$ cat src/rtl/line_buffer_ctrl.sv
// Steers pixels round-robin into four line buffers and, once three lines are
// stored, reads three adjacent buffers in lockstep to form a 3x3 window.
module line_buffer_ctrl #(
    parameter int WIDTH = 640,
    parameter int CNTW  = 12
) (
    input  logic        clk,
    input  logic        rst,
    input  logic [7:0]  pixelIn,
    input  logic        pixelValid,
    input  logic        readEnable,
    input  logic [95:0] bufData,
    output logic [7:0]  bufPixel,
    output logic [3:0]  bufWrite,
    output logic [3:0]  bufRead,
    output logic [71:0] windowData,
    output logic        windowValid,
    output logic        lineDone,
    output logic        full
);

    localparam int POSW = (WIDTH > 1) ? $clog2(WIDTH) : 1;
    localparam logic [POSW-1:0] LAST_POS   = POSW'(WIDTH - 1);
    localparam logic [CNTW-1:0] FULL_COUNT = CNTW'(4 * WIDTH);
    localparam logic [CNTW-1:0] READ_COUNT = CNTW'(3 * WIDTH);

    typedef enum logic {IDLE, READ} StateType;

    StateType         state, nextState;
    logic [1:0]       writeBuf, readBuf, midBuf, botBuf;
    logic [POSW-1:0]  writePos, readPos;
    logic [CNTW-1:0]  count;
    logic             lineDoneReg, lineEnd, accept;
    logic [23:0]      bufWin [4];

    for (genvar n = 0; n < 4; n++) begin : gWin
        assign bufWin[n] = bufData[24*n +: 24];
    end

    // Outputs are forced quiet while reset is held, even if state is stale.
    assign full       = rst && (count == FULL_COUNT);
    assign accept     = rst && pixelValid && !full;
    assign bufPixel   = pixelIn;
    assign bufWrite   = accept ? (4'b0001 << writeBuf) : 4'b0000;
    assign lineDone   = rst && lineDoneReg;
    assign midBuf     = readBuf + 2'd1;
    assign botBuf     = readBuf + 2'd2;
    assign windowData = {bufWin[readBuf], bufWin[midBuf], bufWin[botBuf]};

    always_comb begin
        nextState   = state;
        windowValid = 1'b0;
        bufRead     = 4'b0000;
        lineEnd     = 1'b0;
        case (state)
            IDLE: begin
                if (readEnable && count >= READ_COUNT) begin
                    nextState = READ;
                end
            end
            READ: begin
                windowValid     = rst;
                bufRead[readBuf] = rst;
                bufRead[midBuf]  = rst;
                bufRead[botBuf]  = rst;
                if (readPos == LAST_POS) begin
                    lineEnd   = 1'b1;
                    nextState = IDLE;
                end
            end
            default: nextState = IDLE;
        endcase
    end

    // A simultaneous accept and window read leaves the stored count unchanged.
    always_ff @(posedge clk) begin
        if (!rst) begin
            state       <= IDLE;
            writeBuf    <= 2'd0;
            writePos    <= '0;
            readBuf     <= 2'd0;
            readPos     <= '0;
            count       <= '0;
            lineDoneReg <= 1'b0;
        end else begin
            state       <= nextState;
            lineDoneReg <= lineEnd;
            if (accept) begin
                if (writePos == LAST_POS) begin
                    writePos <= '0;
                    writeBuf <= writeBuf + 2'd1;
                end else begin
                    writePos <= writePos + POSW'(1);
                end
            end
            if (windowValid) begin
                if (lineEnd) begin
                    readPos <= '0;
                    readBuf <= readBuf + 2'd1;
                end else begin
                    readPos <= readPos + POSW'(1);
                end
            end
            case ({accept, windowValid})
                2'b10:   count <= count + CNTW'(1);
                2'b01:   count <= count - CNTW'(1);
                default: count <= count;
            endcase
        end
    end

endmodule

$ cat config.mk
export PLATFORM = sky130hd
export DESIGN_NAME = line_buffer_ctrl
export DESIGN_NICKNAME = d
export VERILOG_FILES = /design/src/rtl/line_buffer_ctrl.sv
export SDC_FILE = /design/constraint.sdc
export NUM_CORES = 1
export LEC_CHECK = 0
export ABC_CLOCK_PERIOD_IN_PS = 8200
export BUFFER_PORTS_ARGS = -buffer_cell sky130_fd_sc_hd__buf_2
export CORE_MARGIN = 4
export CORE_UTILIZATION = 51
export CTS_BUF_LIST = sky130_fd_sc_hd__clkbuf_4 sky130_fd_sc_hd__clkbuf_8 sky130_fd_sc_hd__clkbuf_16
export DETAILED_ROUTE_END_ITERATION = 7
export HOLD_SLACK_MARGIN = 0.05
export PLACE_DENSITY_LB_ADDON = 0.2
export SYNTH_ARGS = -nofsm -noshare
export SYNTH_HDL_FRONTEND = slang
export SYNTH_SLANG_ARGS = --single-unit
$ cat constraint.sdc
create_clock -name clk -period 8.2 [get_ports clk]
set_input_delay 2.05 -clock clk [delete_from_list [all_inputs] [get_ports clk]]
set_output_delay 2.05 -clock clk [all_outputs]
set_load 0.01 [all_outputs]
==> results of run 1 <==
[cells in the mapped netlist (all sizes together) (2+ instances only)]
library cell and n:
nor2 35, a211oi 3, nand2b 3, inv 10, nand4 9, o211ai 5, a31oi 2, mux2i 5
xnor2 9, a21o 3, nor4b 4, nand2 22, ha 21, buf 18, a211o 2, and2 6
nor4 2, a21oi 13, clkbuf 14, xor2 10, mux4 72, and3 7, nor3b 3, or4 2
a311o 2, nor3 10, o21ai 7, o21a 4, nand3 8, dfxtp 38
[cell usage in the layout (no fill, tap or decap), drive strengths merged, types with 3 or more instances in the layout]
cell,Yosys,routed
mux2i,5,5
o21a,4,4
inv,10,10
nor2,35,35
xnor2,9,9
and2,6,6
nor3,10,10
mux4,72,72
dfxtp,38,38
a21oi,13,13
nand2,22,22
a211oi,3,3
nand3,8,8
nor3b,3,3
o211ai,5,5
o21ai,7,7
a21o,3,3
buf,18,185
clkbuf,14,7
nor4b,4,4
and3,7,7
nand4,9,9
ha,21,21
xor2,10,10
nand2b,3,3
[through the flow]
step	utilization, %	instances	hold WS, ns
after floorplan	-	362	0.453
after global routing	65.1	624	0.511
final	65.1	624	0.488
after CTS	65.1	624	0.488
after global placement	63.9	617	0.470
after detailed placement	63.9	617	0.477
[per-layer routing]
layer / vias to the layer above / routed length [microns] / track usage, %
li1: 1757 / - / -
met1: 1900 / 4670 / 30.7
met4: 0 / 244 / 5.94
met5: - / 0 / 0
met2: 167 / 6540 / 46.4
met3: 25 / 970 / 7.93
[sequential cells by signal, summed over array words and instances (netlist names)]
signal	flops
count	12
lineDoneReg	1
readPos	10
writePos	10
writeBuf	2
state	1
readBuf	2
[final cells by class]
class	instances	area, sq um	share of cell area [%]
multi-input combinational	281	3050	60.8
tap	102	128	2.55
clock buffer	7	90.1	1.80
inverter	11	43.8	0.875
sequential	38	766	15.3
timing repair buffer	185	933	18.6
[path summary, 6_finish.rpt]
check	endpoint	slack, ns	cells past startpoint
worst max-delay path	bufWrite[1]	2.75	6
worst min register to register	count[3]	0.49	2
worst max register to register	count[11]	4.51	11
worst min-delay path	count[3]	0.49	2
[cell families after synthesis]
kind of cell,Yosys count
and+or+nand+nor,114
adders and majority gates,22
muxes,77
AOI/OAI and AO/OA,49
DFF,38
xor gates and xnor gates,19
buffers and inverters,43
[where the power goes]
group          internal [W]  switching, W  leakage, nW  total (W)
registers          0.000186    0.00000216        0.308   0.000188
logic             0.0000562     0.0000547         1.75   0.000111
clock network     0.0000701     0.0000638       0.0477   0.000134
[critical path: stages]
cell and delay [ns]:
buf_2 0.31, nor4b_1 0.27, and4_4 0.37, nor2_8 0.08, and2_1 0.17, buf_2 0.13
==> results.json, run 1 <==
{
  "maxCapViolations": 0,
  "nets": 652,
  "die_height_microns": 96.8,
  "detail-route-antenna-nets": 0,
  "cts_hold_repair.buffers": 0,
  "cts_resized": 0,
  "routed_via_density": 6.17,
  "synth_edf_count": 0,
  "synth_cell_types": 50,
  "rsz0062_at_grt": "false",
  "fillers": 632,
  "max_slew.worst_pin.slew_ns": 0.935,
  "post_cts_buffers": 0,
  "total_power_w": 0.000433,
  "routabilityCongestion": 0.916,
  "cts_tree": "built",
  "vias": 3849,
  "global_route.overflow_total": 0,
  "cts_buffer_depth": 2,
  "maxSlewHeadroom_pct": 37.6,
  "grt_pass1_vias": 4036,
  "synth_nets": 492,
  "status": "completed",
  "crit_path_end_kind": "primary output",
  "antenna_found_initial": 0,
  "synth_compound_area_share_pct": 8.21,
  "finalMaxSlewViolations": 0,
  "netlist_area_sq_um": 4020,
  "insertion_delay_ns": 0.29,
  "start_util_pct": 52.3,
  "rows": 32,
  "grt_pass1_wl_mm": 20.1,
  "dieArea_sq_um": 9380,
  "pre_cts_slack_ns": 2.73,
  "timing.rr.start": "count[11]",
  "worstSetupStartpointType": "input pin",
  "synth_top_area_cell": "mux4_2",
  "dp_hpwl_mm": 9.92,
  "clock.fmax_ghz": 0.184,
  "ios": 199,
  "root_buffer": "clkbuf_8",
  "path_class": "in2out",
  "arrival_ns": 3.40,
  "hp-start": "count[3]",
  "area_growth_pct": 24.4,
  "min_period_over_period_pct": 66.4,
  "h-tree-depth": 2,
  "finalHoldViolCount": 0,
  "synth_top_flop_cell": "dfxtp_1",
  "setup_viol": 0,
  "synth_fa_ha_area_share_pct": 7.03,
  "placed_cell_area_sq_um": 4920,
  "synthMuxAreaShare_pct": 41.5,
  "power.leakage_nw": 2.11,
  "cts_buffers": 5,
  "critPathRequiredTime_ns": 6.15,
  "synthSimpleGateAreaFrac_pct": 14.8,
  "clock_skew_ns": 0.00909,
  "netlist.area_leader.share_pct": 40.3,
  "syn_area_per_cell_sq_um": 11.1,
  "ir_drop_mv": 0.0655,
  "dieWidth_microns": 96.8,
  "ys_seq_area_share_pct": 18.9,
  "async_flop_share_pct": 0,
  "layout_setup_ws_ns": 2.75,
  "grt_max_degree": 54,
  "final_area_sq_um": 5010,
  "io_buffers": 182,
  "period_minus_slack_ns": 5.45,
  "drt_pass1_iterations": 4,
  "crit_path_max_fanout": 19,
  "synthCells": 362,
  "synth_top_family_by_area": "multiplexers",
  "tns_ns": 0,
  "synth_warnings": 0,
  "crit_path_start": "rst",
  "wl_per_cell_microns": 19.9,
  "yosys.area_share.xor_xnor_pct": 4.14,
  "min_path_type": "reg2reg",
  "power_density_nw_per_um2": 86.4,
  "drc": 0,
  "ys_seq_elements": 38,
  "wl_mm": 12.4,
  "cts.clk_slew.worst_paths_ns": 0.07,
  "core_sq_um": 7690,
  "cts_sinks": 38,
  "drive_gt1_share_pct": 51.9,
  "grt.total_usage_pct": 26.0,
  "diodes": 0,
  "drtIter0Drc": 170,
  "synthTopCellsByArea": "mux4_2, dfxtp_1, ha_1, nor2_1, xor2_1"
}
No activity file was read; power rests on OpenSTA's default activity.
==> run 2: changes to the inputs <==
ABC_CLOCK_PERIOD_IN_PS = 5000   (was 8200)
CORE_UTILIZATION = 43   (was 51)
clock period = 5 ns   (was 8.2 ns; I/O delays follow)
==> run 2 against run 1 <==
Against the previous run: clock skew increased by 0.0021 ns; count of clock-buffer cells in the layout decreased by 1; setup slack got worse by 1.8 ns; global-route usage decreased by 4.7 points; highest routed layer unchanged; die area increased by 17%; sequential share of layout area decreased by 0.12 points; final cell count increased by 2.1%; final area increased by 0.77%; clock power increased by 65%; critical endpoint is now count[11]; utilization decreased by 10 points.
==> results.json, run 2 (synthesized netlist as in run 1, its figures left out) <==
{
  "grt_pass1_vias": 3854,
  "max_slew.worst_pin.slew_ns": 0.792,
  "h-tree-depth": 2,
  "start_util_pct": 44.0,
  "power_density_nw_per_um2": 141,
  "clkPwrFrac_pct": 31.2,
  "comb_power_share_pct": 25.4,
  "cts_sinks": 38,
  "dieArea_sq_um": 11000,
  "drc": 0,
  "io_buffers": 182,
  "drtIter0Drc": 188,
  "insertion_delay_ns": 0.29,
  "maxSlewHeadroom_pct": 47.2,
  "cts_tree": "built",
  "multi_input_area_sq_um": 3050,
  "rsz0062_at_grt": "false",
  "path_class": "in2reg",
  "nets": 655,
  "crit_path_max_fanout": 9,
  "ir_drop_mv": 0.0906,
  "crit_path_frequent_cell": "ha_1",
  "cts_resized": 0,
  "dp_hpwl_mm": 9.69,
  "p_sw_w": 0.000201,
  "grt_pass1_wl_mm": 19.1,
  "core_sq_um": 9150,
  "final_common_cell": "buf_2",
  "post_cts_buffers": 0,
  "power.leakage_nw": 2.12,
  "critPathMaxStageDelay_ns": 0.38,
  "fillers": 816,
  "top_register": "count",
  "cp_slowest_cell": "a211oi_1",
  "reg2reg_slack_ns": 1.58,
  "tns_ns": 0,
  "cts_buffer_depth": 2,
  "min_path_type": "reg2reg",
  "cts.clk_slew.worst_paths_ns": 0.08,
  "area_growth_pct": 25.4,
  "rows": 35,
  "antenna_found_initial": 0,
  "layout_common_cells": "buf_2, mux4_2, dfxtp_1",
  "finalMaxSlewViolations": 0,
  "crit_path_end_kind": "flop",
  "status": "completed",
  "root_buffer": "clkbuf_8",
  "routed_via_density": 5.93,
  "drt_pass1_iterations": 4,
  "maxCapViolations": 0,
  "wl_mm": 11.9,
  "drive_gt1_share_pct": 52.3,
  "die_height_microns": 105,
  "setup_viol": 0,
  "period_minus_slack_ns": 4.00,
  "largest_register_ffs": 12,
  "grt_max_degree": 53,
  "arrival_ns": 4.22,
  "cts_buffers": 5,
  "finalHoldViolCount": 0,
  "ios": 199,
  "routabilityCongestion": 0.897,
  "global_route.overflow_total": 0,
  "wl_per_cell_microns": 18.6,
  "switching_share_pct": 28.3,
  "worstSetupStartpointType": "input pin",
  "crit_chain": "buf_2 > nor4b_1 > and4_4 > nor2_8 > inv_4 > ha_1 > ha_1 > a211oi_1 > o211ai_1 > and3_1 > a221oi_1 > mux2i_1",
  "detail-route-antenna-nets": 0,
  "min_period_over_period_pct": 80.0,
  "cts_hold_repair.buffers": 0,
  "power_frac_seq_pct": 43.5,
  "vias": 3775,
  "grt.total_usage_pct": 21.3,
  "total_power_w": 0.000709,
  "dieWidth_microns": 105,
  "p_int_w": 0.000508,
  "clock_skew_ns": 0.0112,
  "critPathRequiredTime_ns": 5.22,
  "seq_area_sq_um": 766,
  "clock.fmax_ghz": 0.250,
  "reg.largest.list": "count: 12 flops, readPos: 10 flops, writePos: 10 flops",
  "diodes": 0
}
[run 2: routing by layer]
metal / up-vias / share of wire (%) / track usage [%]
met3: 17 / 7.7 / 5.00
li1: 1763 / - / -
met5: - / 0 / 0
met1: 1825 / 40 / 27.0
met2: 170 / 50 / 36.5
met4: 0 / 2.0 / 5.53
[run 2: final timing paths]
check | from | end | depth (start not counted)
worst max-delay path | rst | count[11] | 12
worst min-delay path | count[4] | count[4] | 2
worst max register to register | count[0] | count[11] | 11
worst min register to register | count[4] | count[4] | 2
[run 2: area by class of cell]
cell class                      count  share of cell area [%]
Sequential cell                    38                    15.2
Clock buffer                        6                    1.64
Inverter                           11                   0.868
Clock inverter                      2                   0.248
Timing Repair Buffer              188                    18.9
Multi-Input combinational cell    281                    60.4
Tap cell                          111                    2.75
[run 2: worst max-delay path: cells and delay by family]
kind                     cells  cell delay (ns)
AO/OA/AOI/OAI                3             0.98
adder cells (fa/ha/maj)      2             0.68
buffers and inverters        2             0.18
multiplexers                 1             0.22
AND/OR/NAND/NOR              4             0.91
[run 2: power by group through the flow]
| stage | Sequential [W] | Clock, W | Combinational [W] |
|---|---|---|---|
| 2_1_floorplan | 0.000315 | 0 | 0.0000885 |
| 6_report | 0.000308 | 0.000221 | 0.000180 |
| 3_5_place_dp | 0.000315 | 0 | 0.000178 |
| 3_3_place_gp | 0.000316 | 0 | 0.000174 |
| 5_1_grt | 0.000309 | 0.000244 | 0.000194 |
| 4_1_cts | 0.000308 | 0.000228 | 0.000180 |
[run 2: through the flow]
| step | instances | hold WS (ns) | setup WS [ns] | instance area, sq um | utilization [%] |
|---|---|---|---|---|---|
| 2_1_floorplan | 362 | 0.453 | 0.916 | 4020 | - |
| 3_3_place_gp | 629 | 0.467 | 0.848 | 4950 | 54.1 |
| 3_5_place_dp | 629 | 0.481 | 0.743 | 4950 | 54.1 |
| 4_1_cts | 637 | 0.494 | 1.01 | 5040 | 55.1 |
| 5_1_grt | 637 | 0.516 | 0.724 | 5040 | 55.1 |
| 6_report | 637 | 0.490 | 0.998 | 5040 | 55.1 |
